`config.mk`:
```
export PLATFORM = sky130hd
export DESIGN_NAME = sram_cmd_sequencer
export DESIGN_NICKNAME = d
export VERILOG_FILES = /design/src/rtl/sram_cmd_sequencer_pkg.sv /design/src/rtl/sram_cmd_sequencer_req_sync.sv /design/src/rtl/sram_cmd_sequencer.sv
export SDC_FILE = /design/constraint.sdc
export NUM_CORES = 1
export LEC_CHECK = 0
export ABC_AREA = 1
export CAP_MARGIN = 25
export CORE_ASPECT_RATIO = 1.25
export CORE_MARGIN = 2
export CORE_UTILIZATION = 42
export DETAILED_ROUTE_END_ITERATION = 6
export PLACE_DENSITY = 0.83
export SLEW_MARGIN = 30
export SYNTH_ARGS = -nofsm -noshare
export SYNTH_HDL_FRONTEND = slang
export SYNTH_SLANG_ARGS = --single-unit
```
`constraint.sdc`:
```
create_clock -name clk -period 1.72 [get_ports clk]
set_clock_uncertainty 0.1 [all_clocks]
set_input_delay 0.344 -clock clk [delete_from_list [all_inputs] [get_ports clk]]
set_output_delay 0.344 -clock clk [all_outputs]
set_load 0.005 [all_outputs]
```
`src/rtl/sram_cmd_sequencer_pkg.sv`:
```
// Shared types and defaults for the JTAG-to-SRAM command sequencer.
package sram_cmd_pkg;

    localparam int ADDR_W_DEF = 16;
    localparam int DATA_W_DEF = 8;

    typedef enum logic [1:0] {
        IDLE    = 2'd0,
        RD_WAIT = 2'd1,
        ACK     = 2'd2
    } seq_state_t;

    typedef logic [2:0] lat_cnt_t;

endpackage

```
`src/rtl/sram_cmd_sequencer_req_sync.sv`:
```
// Multi-flop synchroniser bringing a tck-domain request level into clk.
module req_sync #(
    parameter int STAGES = 2
) (
    input  logic clk,
    input  logic aclr,
    input  logic d_i,
    output logic q_o
);

    logic [STAGES-1:0] sync_q;

    // Shift the asynchronous level through the flop chain
    always_ff @(posedge clk) begin
        if (aclr) begin
            sync_q <= '0;
        end else begin
            sync_q <= {sync_q[STAGES-2:0], d_i};
        end
    end

    assign q_o = sync_q[STAGES-1];

endmodule

```
`src/rtl/sram_cmd_sequencer.sv`:
```
// Turns level-based JTAG write/read requests into single-cycle SRAM strobes
// and returns read data over a 4-phase req/ack handshake.
module sram_cmd_sequencer
    import sram_cmd_pkg::*;
#(
    parameter int ADDR_W      = ADDR_W_DEF,
    parameter int DATA_W      = DATA_W_DEF,
    parameter int RD_LAT      = 1,
    parameter int SYNC_STAGES = 2
) (
    input  logic              clk,
    input  logic              aclr,
    input  logic              req_wr,
    input  logic              req_rd,
    input  logic [ADDR_W-1:0] req_addr,
    input  logic [DATA_W-1:0] req_wdata,
    output logic              ack,
    output logic [DATA_W-1:0] rsp_rdata,
    output logic [ADDR_W-1:0] sram_addr,
    output logic [DATA_W-1:0] sram_data_out,
    input  logic [DATA_W-1:0] sram_data_in,
    output logic              sram_write_enable,
    output logic              sram_read_enable,
    output logic              busy,
    output logic              err_both
);

    logic              wr_s;
    logic              rd_s;
    seq_state_t        state_q, state_d;
    lat_cnt_t          cnt_q, cnt_d;
    logic              ack_q, ack_d;
    logic [DATA_W-1:0] rdata_q, rdata_d;
    logic [ADDR_W-1:0] addr_q, addr_d;
    logic [DATA_W-1:0] wdata_q, wdata_d;
    logic              we_q, we_d;
    logic              re_q, re_d;
    logic              busy_q, busy_d;
    logic              err_q, err_d;

    req_sync #(.STAGES(SYNC_STAGES)) u_sync_wr (
        .clk  (clk),
        .aclr (aclr),
        .d_i  (req_wr),
        .q_o  (wr_s)
    );

    req_sync #(.STAGES(SYNC_STAGES)) u_sync_rd (
        .clk  (clk),
        .aclr (aclr),
        .d_i  (req_rd),
        .q_o  (rd_s)
    );

    // Next-state and registered-output decode
    always_comb begin
        state_d = state_q;
        cnt_d   = cnt_q;
        ack_d   = ack_q;
        rdata_d = rdata_q;
        addr_d  = addr_q;
        wdata_d = wdata_q;
        we_d    = 1'b0;
        re_d    = 1'b0;
        err_d   = err_q;
        case (state_q)
            IDLE: begin
                if (wr_s) begin
                    addr_d  = req_addr;
                    wdata_d = req_wdata;
                    we_d    = 1'b1;
                    ack_d   = 1'b1;
                    state_d = ACK;
                    err_d   = err_q | rd_s;
                end else if (rd_s) begin
                    addr_d  = req_addr;
                    re_d    = 1'b1;
                    cnt_d   = lat_cnt_t'(RD_LAT);
                    state_d = RD_WAIT;
                end else begin
                    state_d = IDLE;
                end
            end
            RD_WAIT: begin
                // A count of 1 means sram_data_in is valid this cycle
                if (cnt_q <= lat_cnt_t'(1)) begin
                    rdata_d = sram_data_in;
                    ack_d   = 1'b1;
                    state_d = ACK;
                end else begin
                    cnt_d = cnt_q - lat_cnt_t'(1);
                end
            end
            ACK: begin
                if (!wr_s && !rd_s) begin
                    ack_d   = 1'b0;
                    state_d = IDLE;
                end else begin
                    ack_d = 1'b1;
                end
            end
            default: begin
                ack_d   = 1'b0;
                state_d = IDLE;
            end
        endcase
        busy_d = (state_d != IDLE);
    end

    // State, counter and output registers
    always_ff @(posedge clk) begin
        if (aclr) begin
            state_q <= IDLE;
            cnt_q   <= '0;
            ack_q   <= 1'b0;
            rdata_q <= '0;
            addr_q  <= '0;
            wdata_q <= '0;
            we_q    <= 1'b0;
            re_q    <= 1'b0;
            busy_q  <= 1'b0;
            err_q   <= 1'b0;
        end else begin
            state_q <= state_d;
            cnt_q   <= cnt_d;
            ack_q   <= ack_d;
            rdata_q <= rdata_d;
            addr_q  <= addr_d;
            wdata_q <= wdata_d;
            we_q    <= we_d;
            re_q    <= re_d;
            busy_q  <= busy_d;
            err_q   <= err_d;
        end
    end

    assign ack               = ack_q;
    assign rsp_rdata         = rdata_q;
    assign sram_addr         = addr_q;
    assign sram_data_out     = wdata_q;
    assign sram_write_enable = we_q;
    assign sram_read_enable  = re_q;
    assign busy              = busy_q;
    assign err_both          = err_q;

endmodule

```
Word level (Yosys, flattened, before mapping)
Index checks and enable logic that the tools add are counted.
- bits in registers: 46
- bits in latches: 0
- memory bits (writable): 0
- ROM bits: 0
- input port bits: 36
- output and inout bits: 37
- word-level logic and storage cells: 54
- memories kept: 0
- $add $sub $neg: 1
- multipliers: 0
- div/mod/pow operators: 0
- magnitude comparators: 1
- equal/unequal tests: 7
- shift-type cells: 0
- mux-type cells: 17
- bitwise operators: 2
- reductions and logical operators: 14
- operators with widths (kind ; number):
    two-way mux 16 bit ; 2
    two-way mux 3 bit ; 3
    AND reduction 2 bit ; 4
    two-way mux 1 bit ; 6
    two-way mux 2 bit ; 3
    != test 2 bit, second input constant ; 3
    case mux 2 bit (3 select lines) ; 1
    case mux 3 bit (2 select lines) ; 1
    nonzero test 2 bit ; 3
    != test 2 x 1 -> 1 bit, second input constant ; 2
    AND reduction 4 bit ; 1
    less-or-equal comparator 3 x 1 -> 1 bit, second input constant ; 1
    case mux 1 bit (3 select lines) ; 1
    OR reduction 3 bit ; 1
    subtractor 3 x 1 -> 3 bit, second input constant ; 1
    == test 2 x 1 -> 1 bit, second input constant ; 1
    == test 2 bit, second input constant ; 1
    zero test 1 bit ; 2
    zero test 2 bit ; 1
    OR reduction 2 bit ; 1
    logical AND 1 bit ; 1
    NOT 1 bit ; 1
    OR 1 bit ; 1

Logic depth before layout (Yosys ltp)
- depth in word-level cells: 5
- mapped depth: 8
- gate-level depth less buffers: 7

Modules after synthesis
Synthesis repeated with hierarchy kept, for this count alone.
- cells, all modules: 211
- area total of the unflattened synthesis: 1725.4 um^2
- modules (own cells, without submodules) (module ; times used ; cells each ; area each (um^2) ; sequential area each (um^2)):
    sram_cmd_sequencer ; 1 ; 199 ; 1615.3 ; 840.8
    req_sync ; 2 ; 6 ; 55.1 ; 40.0

Worst setup path after synthesis
Ideal clock, no wire load.
- path type: register to register
- from: reg cnt_q[1]
- to: reg rdata_q[0], in the netlist rsp_rdata[0]
- data arrival time: 1.120 ns
- data required time: 1.507 ns
- path slack: 0.387 ns
- stages on the path, launching flop included: 8
- period minus slack after synthesis: 1.333 ns
- path through: dfxtp_1 inv_1 ha_1 o21ai_0 nor2_2 buf_6 nor2_1 nor2_1
- cells in the longest elaborated chain, start to end: 2
- ends and longest elaborated chain (item ; line ; RTL):
    start: declaration ; sram_cmd_sequencer.sv:31 ; lat_cnt_t cnt_q, cnt_d;
    start signal: assignment ; sram_cmd_sequencer.sv:125 ; cnt_q <= cnt_d;
    less-or-equal comparator 3 x 1 -> 1 bit ; sram_cmd_sequencer.sv:86 ; if (cnt_q <= lat_cnt_t'(1)) begin
    AND reduction 2 bit (no source line) ; n/a ;
    end signal: assignment ; sram_cmd_sequencer.sv:127 ; rdata_q <= rdata_d;
    end: declaration ; sram_cmd_sequencer.sv:33 ; logic [DATA_W-1:0] rdata_q, rdata_d;
Every way passes these cells.
A chain may end at the register's enable or synchronous reset.

Final worst setup path
- from: reg addr_q[8], in the netlist sram_addr[8]
- to: out sram_addr[8]
- RTL lines (item ; line ; RTL):
    start: declaration ; sram_cmd_sequencer.sv:34 ; logic [ADDR_W-1:0] addr_q, addr_d;
    start signal: assignment ; sram_cmd_sequencer.sv:128 ; addr_q <= addr_d;
    end: declaration ; sram_cmd_sequencer.sv:19 ; output logic [ADDR_W-1:0] sram_addr,
No word-level cell between the ends.

==> summary.txt <==
Run status
  • Status: finished, final reports clean

Power and ir drop
  • Sw Share: between 20% and 30%
  • Switching pwr: 0.510 mW
  • VDD IR max: about 520 uV
  • Pwr dens: about 830 nW/um^2
  • Static leakage: 1.09 nW
  • Seq pwr share: ~55%
  • Pint: about 1.6 mW
  • Combinational power share: approximately 17%
  • Clock Power Share: between 20 and 30%

Drt
  • Final wirelength: between 3000 and 4000 microns
  • Iteration-0 DRC Markers: 41
  • Antenna viol nets, final: 0
  • Via count: about 1600
  • Via-per-instance ratio: roughly 4.4
  • DRC: 0
  • Avg WL per Cell: roughly 11 microns
  • Drt first pass iters: 4

Timing
  • Setup Viol. Count Final: 0
  • Worst slew pin tran: 0.326 ns
  • Max Clk Rate: between 600 and 700 MHz
  • Post-layout min period: 1.61 ns
  • Slew Viols, Final: 0
  • Setup TNS: 0 ns
  • RSZ-0062 raised after global routing: false
  • Min Hold Slack: 0.304 ns
  • Slew Limit Headroom: 78.1%
  • Final Hold Vio Count: 0
  • Final worst-path cycle share: roughly 94%
  • Final worst slack: about 0.11 ns

Cells and area
  • Final nets: ~340
  • P&R area growth vs syn: 49.4%
  • ANT cells: 0
  • Layout cells sized above 1: roughly 6.7%

Clock tree
  • Clock latency on the worst-skew pair: 0.29 ns
  • CTS resizes: 0
  • TritonCTS buffer count: 5
  • Maximum clock path buffer count: 2
  • Reg clk slew, reported paths: 0.08 ns
  • CTS Hold Bufs: 0
  • Setup bufs post-CTS: 0
  • # clock sinks: 46
  • Clock Tree Root: clkbuf_8
  • Htree depth: 2
  • CTS tree: built

Yosys
  • Register bit total from synthesis: between 40 and 50
  • Syn_area_per_cell: 7.62 sq um
  • Xor and xnor fraction of the mapped netlist area: 0.511%
  • EDFF count, synth: 0
  • Synth Instances: roughly 230
  • Most common cell in the netlist: nor2_1
  • Register area share after synthesis: 53.7%
  • Simple-gate area share of the yosys netlist: about 27%
  • Ys Warns: 0
  • Cell taking the most area after synthesis: dfxtp_1
  • Mapped Area: around 1700 sq um
  • Ys flop type: dfxtp_1
  • Synth top area cells: dfxtp_1 54%, nor2_1 17%, o21ai_0 7.9%
  • Post-synth net total: between 200 and 300
  • Main combinational cell family by area after synthesis: simple AND/OR/NAND/NOR gates
  • Multiplexer share of the synthesized area: 0%
  • Synth Area in Adders: under 10%
  • Post-synthesis compound-gate area fraction: 9.34%
  • FFs w/ async S/R, synth: 0%
  • Post-synth top area share: 53.7%
  • Top cells by instance count after synthesis: 79 x nor2_1, 46 x dfxtp_1, 27 x o21ai_0
  • Post-synthesis cell type count: 15

Critical path
  • CP startpoint kind: flop
  • Crit path max-delay family: buffers and inverters
  • CP max stage delay: 0.54 ns
  • Required @ worst endpoint: between 1 and 1.5 ns
  • CP Buf/Inv Count: 1
  • Cell Chain, Critical Path: clkdlybuf4s50_1
  • Critical path type: reg2out
  • Worst endpoint data arrival time: 1.17 ns
  • Crit-path max FO: 2
  • CP Capture Type: primary output
  • CP max-delay cell: clkdlybuf4s50_1

Placement
  • Hpwl dp: around 2700 microns
  • DP Worst Slack: between 0.15 and 0.2 ns
  • Global placer's final weighted congestion: between 0.8 and 0.9
  • IO buf count: approximately 70

Die
  • Std cell rows: 25
  • Die height: approximately 75 microns
  • Die area: 4610 sq um
  • Num ports: 73
  • Core area: ~3800 sq um
  • Die Width: slightly above 60 microns
  • Initial Util: between 40 and 50%

Global routing
  • Initial antenna violation count: 0
  • Overflow after GRT: 0
  • First-pass GRT wire length: 6110 microns
  • Vias in the first global route: about 1500
  • Largest net degree at the start of global routing: 36
  • Total track usage: about 18%

Worst hold path
  • Hold crit path type: reg2reg

Flow run
  • Max Cap Viol: 0
==> sequential cells by signal, summed over array words and instances, names as in the netlist <==
register and count:
sram_addr 16, rsp_rdata 8, sram_data_out 8, cnt_q 3
state_q 2, u_sync_rd.sync_q 2, u_sync_wr.sync_q 2, ack 1
busy 1, err_both 1, sram_read_enable 1, sram_write_enable 1
==> path summary, 6_finish.rpt <==
path                            start             endpoint  slack, ns  depth (start not counted)
hold / removal    u_sync_wr.sync_q[0]  u_sync_wr.sync_q[1]       0.30                          2
setup / recovery         sram_addr[8]         sram_addr[8]       0.11                          1
setup reg to reg             cnt_q[1]             cnt_q[1]       0.27                          7
hold reg to reg   u_sync_wr.sync_q[0]  u_sync_wr.sync_q[1]       0.30                          2
==> cell usage in the layout, fill, tap and decap left out, drive strengths merged <==
| cell | instances |
|---|---|
| xnor2 | 1 |
| clkbuf | 6 |
| nand2 | 24 |
| nand3 | 5 |
| nor2 | 85 |
| inv | 23 |
| clkdlybuf4s50 | 72 |
| clkinvlp | 1 |
| o21ai | 28 |
| buf | 3 |
| a21oi | 4 |
| dfxtp | 46 |
| ha | 2 |
==> logic make-up (layout without fill, tap and decap cells) <==
| logic type | count (synthesis) | after routing |
|---|---|---|
| AO/OA/AOI/OAI | 32 | 32 |
| adder cells (fa/ha/maj) | 2 | 2 |
| AND/OR/NAND/NOR | 114 | 114 |
| XOR/XNOR | 1 | 1 |
| buffers and inverters | 30 | 105 |
| flip-flops | 46 | 46 |
==> stage by stage <==
step           instances  util, %  total power, mW  cell area, sq um
6_report             354     66.6             2.13              2560
3_5_place_dp         347     64.4             1.54              2480
5_1_grt              354     66.6             2.23              2560
3_3_place_gp         347     64.4             1.53              2480
4_1_cts              354     66.4             2.15              2560
2_1_floorplan        225        -             1.32              1710
==> power groups by stage <==
stage | logic (mW) | clock network [mW] | registers [mW]
after floorplan | 0.134 | 0 | 1.19
after global placement | 0.345 | 0 | 1.19
after detailed placement | 0.353 | 0 | 1.18
after CTS | 0.354 | 0.632 | 1.16
after global routing | 0.388 | 0.668 | 1.17
final | 0.350 | 0.614 | 1.16
==> metal layers <==
layer	wire length, microns	global-route usage [%]	part of all wire [%]
met1	1580	19.5	42
met3	385	8.32	10
met4	84	7.25	2.2
met2	1740	29.4	46
met5	0	0	0
==> area by class of cell <==
| type | count | area (sq um) |
|---|---|---|
| fill | 356 | 1290 |
| multi-input combinational | 149 | 663 |
| sequential | 46 | 921 |
| clock inverter | 1 | 7.51 |
| inverter | 23 | 86.3 |
| clock buffer | 6 | 72.6 |
| timing repair buffer | 75 | 743 |
| tap | 54 | 67.6 |
Power figures use the tool's default switching activity.
